==> config.mk <==
export PLATFORM = sky130hd
export DESIGN_NAME = phi1_mul_stream
export DESIGN_NICKNAME = d
export VERILOG_FILES = /design/src/rtl/ter_pkg.sv /design/src/rtl/ter_diff_modq.sv /design/src/rtl/phi1_mul_stream.sv
export SDC_FILE = /design/constraint.sdc
export NUM_CORES = 1
export LEC_CHECK = 0
export CORE_AREA = 2 2 76 78
export DETAILED_ROUTE_END_ITERATION = 16
export DIE_AREA = 0 0 78 80
export GPL_TIMING_DRIVEN = 0
export PLACE_DENSITY = 0.71
export SLEW_MARGIN = 20
export SYNTH_ARGS = -nofsm -noshare
export SYNTH_HDL_FRONTEND = slang
export SYNTH_HIERARCHICAL = 1
export SYNTH_SLANG_ARGS = --single-unit
==> constraint.sdc <==
create_clock -name clk -period 3.3 [get_ports clk]
set_input_delay 0.99 -clock clk [delete_from_list [all_inputs] [get_ports clk]]
set_output_delay 0.99 -clock clk [all_outputs]
set_load 0.005 [all_outputs]
==> src/rtl/ter_pkg.sv <==
// rtl/ter_pkg.sv - ternary coefficient helpers and phi1 multiplier state encoding
//
// Shared by the poly-lift datapath blocks that consume ternary coefficients.
// Ternary code: 00 = 0, 01 = +1, 11 = -1; the unused code 10 reads as 0 so a
// corrupted coefficient degrades to zero instead of a spurious sign.

package ter_pkg;

   localparam logic [1:0] TER_ZERO = 2'b00;
   localparam logic [1:0] TER_POS  = 2'b01;
   localparam logic [1:0] TER_NEG  = 2'b11;

   typedef enum logic [1:0] {
      S_FIRST  = 2'd0,
      S_STREAM = 2'd1,
      S_TAIL   = 2'd2,
      S_LAST   = 2'd3
   } phi1_mul_state_t;

   // 2-bit ternary code to a signed 2-bit value in {-1, 0, +1}.
   function automatic logic signed [1:0] ter_to_int(input logic [1:0] code);
      logic signed [1:0] val;
      case (code)
         TER_POS: val = 2'sb01;
         TER_NEG: val = 2'sb11;
         default: val = 2'sb00;
      endcase
      return val;
   endfunction

endpackage

==> src/rtl/ter_diff_modq.sv <==
// rtl/ter_diff_modq.sv - combinational (a - b) mod 2^LOGQ for ternary operands
//
// Ports:
//   a, b  in   2      ternary codes
//   d     out  LOGQ   (a - b) mod q, q = 2^LOGQ
//
// The difference lies in -2..2 and fits a 3-bit two's-complement value;
// sign-extending it to LOGQ bits is exactly the reduction mod 2^LOGQ
// (-2 -> q-2, -1 -> q-1).

module ter_diff_modq
   import ter_pkg::*;
#(
   parameter int LOGQ = 13
) (
   input  logic [1:0]      a,
   input  logic [1:0]      b,
   output logic [LOGQ-1:0] d
);

   logic signed [1:0] a_val;
   logic signed [1:0] b_val;
   logic [2:0]        diff;

   always_comb begin
      a_val = ter_to_int(a);
      b_val = ter_to_int(b);
      diff  = {a_val[1], a_val} - {b_val[1], b_val};
      d     = {{(LOGQ-3){diff[2]}}, diff};
   end

endmodule

==> src/rtl/phi1_mul_stream.sv <==
// rtl/phi1_mul_stream.sv - streaming multiply by (x - 1) in Z[x]/(x^N - 1), coefficients mod 2^LOGQ
//
// Consumes v two ternary coefficients per beat and emits w_i = v_{i-1} - v_i
// in the order w_1 .. w_{N-1}, w_0, two lanes per beat.
//
// Ports:
//   clk            in   1         rising-edge clock
//   rst_n          in   1         synchronous active-low reset
//   in_valid       in   1         input beat valid
//   in_ready       out  1         input accepted when in_valid & in_ready
//   in_coef        in   4         [1:0] = v_2k, [3:2] = v_2k+1 (final beat: [1:0] only)
//   out_valid      out  1         output beat valid
//   out_ready      in   1         output accepted when out_valid & out_ready
//   out_coef       out  2*LOGQ    lane0 [LOGQ-1:0], lane1 [2*LOGQ-1:LOGQ]
//   out_lane1_vld  out  1         lane1 carries a coefficient
//   out_last       out  1         final beat of the polynomial
//
// Output beat k-1 needs v_{2k}, so output lags input by one beat; the lag
// plus the single output register replaces a full-polynomial buffer. w_0
// wraps around to v_0, which is kept from beat 0 and emitted last.

module phi1_mul_stream
   import ter_pkg::*;
#(
   parameter int N    = 701,
   parameter int LOGQ = 13
) (
   input  logic              clk,
   input  logic              rst_n,
   input  logic              in_valid,
   output logic              in_ready,
   input  logic [3:0]        in_coef,
   output logic              out_valid,
   input  logic              out_ready,
   output logic [2*LOGQ-1:0] out_coef,
   output logic              out_lane1_vld,
   output logic              out_last
);

   localparam int NB    = (N + 1) / 2;
   localparam int CNT_W = $clog2(NB);
   localparam logic [CNT_W-1:0] LAST_BEAT = CNT_W'(NB - 1);

   phi1_mul_state_t  state;
   logic [3:0]       prev;
   logic [1:0]       v0;
   logic [CNT_W-1:0] cnt;

   logic             in_acc;
   logic             out_hs;
   logic [1:0]       lane0_a;
   logic [1:0]       lane0_b;
   logic [LOGQ-1:0]  lane0_d;
   logic [LOGQ-1:0]  lane1_d;

   assign in_acc = in_valid & in_ready;
   assign out_hs = out_valid & out_ready;

   // No skid buffer: in STREAM a beat is taken only if the output register
   // is empty or being drained this cycle.
   always_comb begin
      in_ready = 1'b0;
      case (state)
         S_FIRST:  in_ready = 1'b1;
         S_STREAM: in_ready = ~out_valid | out_ready;
         default:  in_ready = 1'b0;
      endcase
   end

   // Lane0 normally forms prev.lo - prev.hi; in TAIL prev.lo is v_{N-1}
   // and the subtrahend switches to v_0 to produce the wrap-around w_0.
   always_comb begin
      lane0_a = prev[1:0];
      lane0_b = (state == S_TAIL) ? v0 : prev[3:2];
   end

   ter_diff_modq #(.LOGQ(LOGQ)) u_diff_lane0 (
      .a (lane0_a),
      .b (lane0_b),
      .d (lane0_d)
   );

   ter_diff_modq #(.LOGQ(LOGQ)) u_diff_lane1 (
      .a (prev[3:2]),
      .b (in_coef[1:0]),
      .d (lane1_d)
   );

   always_ff @(posedge clk) begin
      if (!rst_n) begin
         state         <= S_FIRST;
         prev          <= 4'b0;
         v0            <= 2'b0;
         cnt           <= '0;
         out_valid     <= 1'b0;
         out_coef      <= '0;
         out_lane1_vld <= 1'b0;
         out_last      <= 1'b0;
      end else begin
         case (state)
            S_FIRST: begin
               if (in_acc) begin
                  prev  <= in_coef;
                  v0    <= in_coef[1:0];
                  cnt   <= CNT_W'(1);
                  state <= S_STREAM;
               end
            end

            S_STREAM: begin
               if (in_acc) begin
                  // A load may coincide with a drain; new data replaces old.
                  out_valid     <= 1'b1;
                  out_coef      <= {lane1_d, lane0_d};
                  out_lane1_vld <= 1'b1;
                  out_last      <= 1'b0;
                  prev          <= in_coef;
                  cnt           <= cnt + CNT_W'(1);
                  if (cnt == LAST_BEAT) begin
                     state <= S_TAIL;
                  end
               end else if (out_hs) begin
                  out_valid <= 1'b0;
               end
            end

            S_TAIL: begin
               // Output register holds beat NB-2; w_0 follows once it drains.
               if (out_hs) begin
                  out_valid     <= 1'b1;
                  out_coef      <= {{LOGQ{1'b0}}, lane0_d};
                  out_lane1_vld <= 1'b0;
                  out_last      <= 1'b1;
                  state         <= S_LAST;
               end
            end

            S_LAST: begin
               if (out_hs) begin
                  out_valid <= 1'b0;
                  out_last  <= 1'b0;
                  cnt       <= '0;
                  state     <= S_FIRST;
               end
            end

            default: state <= S_FIRST;
         endcase
      end
   end

endmodule
# --- Word-level counts from Yosys, hierarchy flattened ---
# Cells that the tools add are included.
op_classes:
  shift: 0
  n_div: 0
  n_bitwise: 4
  muxes: 28
  n_eq_ne: 17
  n_reduce_logical: 12
  magnitude_cmp: 0
  add_sub_neg: 3
  mul: 0
ops:
  columns: ["op", "count"]
  rows:
  - ["$mux 26", 2]
  - ["$pmux 26 s2", 1]
  - ["$mux 9", 3]
  - ["$pmux 9 s3", 1]
  - ["$pmux 2 s2", 4]
  - ["$eq 2x2->1 const B", 6]
  - ["$mux 2", 6]
  - ["$eq 2x1->1 const B", 5]
  - ["$ne 2x2->1 const B", 5]
  - ["$add 9x1->9 const B", 1]
  - ["$eq 9x9->1 const B", 1]
  - ["$pmux 2 s4", 1]
  - ["$reduce_and 4->1", 2]
  - ["$mux 1", 6]
  - ["$pmux 1 s3", 2]
  - ["$reduce_and 2->1", 3]
  - ["$reduce_bool 3->1", 2]
  - ["$sub 2x2->3", 2]
  - ["$reduce_and 5->1", 1]
  - ["$pmux 1 s2", 2]
  - ["$reduce_and 3->1", 1]
  - ["$and 1x1->1", 2]
  - ["$logic_not 2->1", 1]
  - ["$reduce_bool 2->1", 1]
  - ["other kinds (3)", 3]
totals:
  elab_cells: 72
  mem_bits_ro: 0
  latch_bits: 0
  mem_count: 0
  ram_bits: 0
  reg_bits: 46
  in_bits: 8
  out_inout_bits: 30

# --- Depth between registers and ports, before layout ---
depth:
  word_depth: 7
  depth_mapped: 12

# --- Cells and area by module ---
# The synthesis kept the hierarchy.
modules_own_cells:
  columns: ["module", "instances", "cells_each", "area_per_inst_um2", "seq_area_each_um2"]
  rows:
  - ["phi1_mul_stream", 1, 234, 2134.5, 920.9]
  - ["ter_diff_modq", 2, 19, 136.4, 0.0]

# --- Least setup slack after synthesis ---
# Ideal clock, no wire load.
synth_path:
  path_type: "input to output"
  start: "in out_ready"
  end: "out in_ready"
  slack_ns: 0.829
  cell_stages: 3
  required_ns: 2.310
  arrival_ns: 1.481
  cell_sequence: "nand2b_1 -> a21oi_1 -> inv_1"
synth_between:
  elab_chain_cells: 2
synth_lines:
  columns: ["element", "line_no", "source"]
  rows:
  - ["start, declared", "phi1_mul_stream.sv:34", "input logic out_ready,"]
  - ["$or 1x1->1", "phi1_mul_stream.sv:65", "S_STREAM: in_ready = ~out_valid | out_ready;"]
  - ["$pmux 1 s2", "phi1_mul_stream.sv:63", "case (state)"]
  - ["end, declared", "phi1_mul_stream.sv:31", "output logic in_ready,"]
# Every way passes these cells.

# --- Worst setup path in the final report ---
# Ends and elaborated chain as after synthesis.

==> results_dict.tcl <==
set metrics [dict create \
    min_period_ps 3140 \
    fin_util_pct 55.1 \
    stdcell_count 389 \
    path_depth 5 \
    syn_inst 272 \
    ys.flop_type "dfxtp_1" \
    holdPathStages 2 \
    vdd_drop_max_uv 447 \
    place_ws_ps -312 \
    report.final.setup_viol 0 \
    skew_ps 4.77 \
    ys_seq_area_share_pct 38.3 \
    leakagePower_nw 1.15 \
    status "finished clean" \
    drcViolationCount 0 \
    grtUsageMet2_pct 28.2 \
    crit_required_ps 2310 \
    hold_viol_final 0 \
    dp_hpwl_um 3440 \
    finalInstanceArea_sq_um 2980 \
    placed_area_sq_um 2860 \
    drtIter0Drc 121 \
    cts_tree "built" \
    placed_cells 380 \
    fin_crit_sh_pct 95.1 \
    drv_cap 0 \
    startpoint "out_ready" \
    hold_ws_ps 459 \
    crit_family "buffers and inverters" \
    htreeDepth 2 \
    fin_tns_setup_ps 0 \
    r2r_start "state[0]$_SDFFE_PN0P_" \
    clockBufferDepth 2 \
    crit_end "in_ready" \
    ff2ff_path_depth 10 \
    cp-start-kind "input port" \
    grt_pass1_wl_um 8470 \
    r2r_end "out_coef[5]$_SDFFE_PN0P_" \
    grt_antenna_before_repair 0 \
    synth_nets 290 \
    cts_buffers 5 \
    die_w_um 78 \
    vias 1928 \
    start_util_pct 44.5 \
    wl_per_cell_um 12.4 \
    rsz0062_at_grt "no" \
    die_y_um 80 \
    row_count 27 \
    synth_seq_cells 46 \
    cp_cell_sequence "dlygate4sd2_1 -> nand2b_1 -> a21oi_2 -> inv_2 -> clkdlybuf4s50_1" \
    antenna_cells 0 \
    timing.final.ws_setup_ps 162 \
    cts.sinks 46 \
    crit_type "input port to output port" \
    dieArea_sq_um 6240 \
    core_area_sq_um 5410 \
    clk_latency_ps 300 \
    yosysUniqueCellTypes 38 \
    grt_pass1_vias 1887 \
    yosys_warnings 6 \
    end_kind "output port" \
    clkSlewWorstSetupHoldPaths_ps 80 \
    cts_hold_buffers 0 \
    ant_nets 0 \
    clock.fmax_mhz 319 \
    clockRootBuffer "clkbuf_8" \
    drt-total-wl_um 4830 \
    synth_edf_count 0 \
    place.gp.congestion 0.795 \
    drive_gt1_share_pct 12.9 \
    cp_data_arrival_time_ps 2150 \
    worst_pin_slew_ps 798 \
    portBuffers 36 \
    ff_latch_area_sq_um 921 \
    async_flop_share_pct 0 \
    relSlewSlack_pct 46.4 \
    path_max_fanout 6 \
    worst-path-buf-inv 3 \
    power_mw 2.08 \
    via_per_inst 4.96 \
    mappedNetlistArea_sq_um 2410 \
    track_usage_pct 17.0 \
    slowest_delay_ps 460 \
    firstDrtPassIters 4 \
    globalRouteMet1Util_pct 21.6 \
    io_pins 38 \
    fin_nets 334 \
    multi_input_area_sq_um 1180 \
    grt-ovfl-total 0 \
    syn-mean-instance-area_sq_um 8.85 \
    grt_start_max_net_pins 15 \
    nFillCells 513 \
    met3_usage_pct 4.07 \
    report.final.slew_viol_count 0 \
    top_usage_layer "met2" \
    hold_path_class "flop to flop" \
    crit_slowest_cell "clkdlybuf4s50_1" \
    pwr_density_cell_nw_per_um2 698 \
    area_growth_pct 23.7 \
    ff2ff_setup_slack_ps 470 \
]
layout by cell type, fill, tap and decap left out, types with 2 or more instances in the layout:
cell type / Yosys / routed
buf_4: 22 / 23
o31ai_1: 6 / 6
clkbuf_1: 11 / 12
nand2b_1: 2 / 2
clkbuf_8: 0 / 5
nor4_1: 2 / 2
and2_1: 2 / 2
mux2i_1: 32 / 32
nor2b_1: 15 / 15
mux2_2: 2 / 2
ha_1: 8 / 8
a21oi_1: 14 / 13
buf_6: 3 / 3
buf_2: 2 / 2
clkdlybuf4s50_1: 0 / 35
fa_1: 2 / 2
or4_1: 4 / 4
dfxtp_1: 46 / 46
o21ai_0: 8 / 8
inv_1: 16 / 15
or3_1: 2 / 2
a211o_1: 2 / 2
nor3_1: 3 / 3
nor2_1: 29 / 29
nand3_1: 9 / 9
nand2_1: 16 / 16
Yosys cell counts (3+ instances only):
master | number | area [sq um]
a21oi_1 | 14 | 70.1
ha_1 | 8 | 100
nor3_1 | 3 | 15.0
nor2b_1 | 15 | 93.8
buf_4 | 22 | 165
nand2_1 | 16 | 60.1
nand3_1 | 9 | 45.0
inv_1 | 16 | 60.1
buf_6 | 3 | 33.8
o21ai_0 | 8 | 40.0
o31ai_1 | 6 | 45.0
clkbuf_1 | 11 | 41.3
mux2i_1 | 32 | 320
dfxtp_1 | 46 | 921
or4_1 | 4 | 30.0
nor2_1 | 29 | 109
state kept, by name, summed over array words and instances, names as in the netlist:
signal         cells
out_coef          26
cnt                9
prev               4
state              2
v0                 2
out_lane1_vld      1
out_last           1
out_valid          1
cell type report:
type                       count  area share, %
multi-input combinational    171           39.5
sequential                    46           30.9
timing repair buffer          37           12.3
buffer                        38           8.40
tap                           72           3.03
clock buffer                   6           2.44
inverter                      17           2.14
clock inverter                 2           1.26
metal layers:
layer	vias to the layer above	wire, um
met1	904	2350
met3	6	182
met2	36	2220
met5	-	0
li1	982	-
met4	0	73
worst min-delay path by stage:
stage / start / end / slack, ps
4_1_cts: v0[1]$_SDFFE_PN0P_ / v0[1]$_SDFFE_PN0P_ / 460
3_3_place_gp: v0[1]$_SDFFE_PN0P_ / v0[1]$_SDFFE_PN0P_ / 440
3_5_place_dp: v0[1]$_SDFFE_PN0P_ / v0[1]$_SDFFE_PN0P_ / 450
5_1_grt: v0[1]$_SDFFE_PN0P_ / v0[1]$_SDFFE_PN0P_ / 480
6_report: v0[1]$_SDFFE_PN0P_ / v0[1]$_SDFFE_PN0P_ / 460
2_1_floorplan: v0[0]$_SDFFE_PN0P_ / v0[0]$_SDFFE_PN0P_ / 430
what timing repair did:
item | in CTS | in global routing
endpoints found under the setup margin | 1 | 0
buffers inserted | 1 | 0
gates resized for setup | 3 | 0
worst min-delay path, cell delays in order (launching register included):
cell and delay [ps]:
dfxtp_1 310, nand2_1 50, a21oi_1 50
power breakdown:
part	switching (mW)	internal (mW)	leakage [nW]
registers	0.0666	0.646	0.373
clock network	0.196	0.226	0.0514
logic	0.456	0.488	0.725
total	0.719	1.36	1.15
cell families after synthesis:
| kind of cell | Yosys count | synth area share [%] |
|---|---|---|
| multiplexers | 34 | 14.2 |
| buffers and inverters | 55 | 13.0 |
| AO/OA/AOI/OAI | 37 | 9.56 |
| flip-flops | 46 | 38.3 |
| adder cells (fa/ha/maj) | 10 | 5.82 |
| AND/OR/NAND/NOR | 90 | 19.1 |
Note: power is estimated with default switching activity, not from simulation.
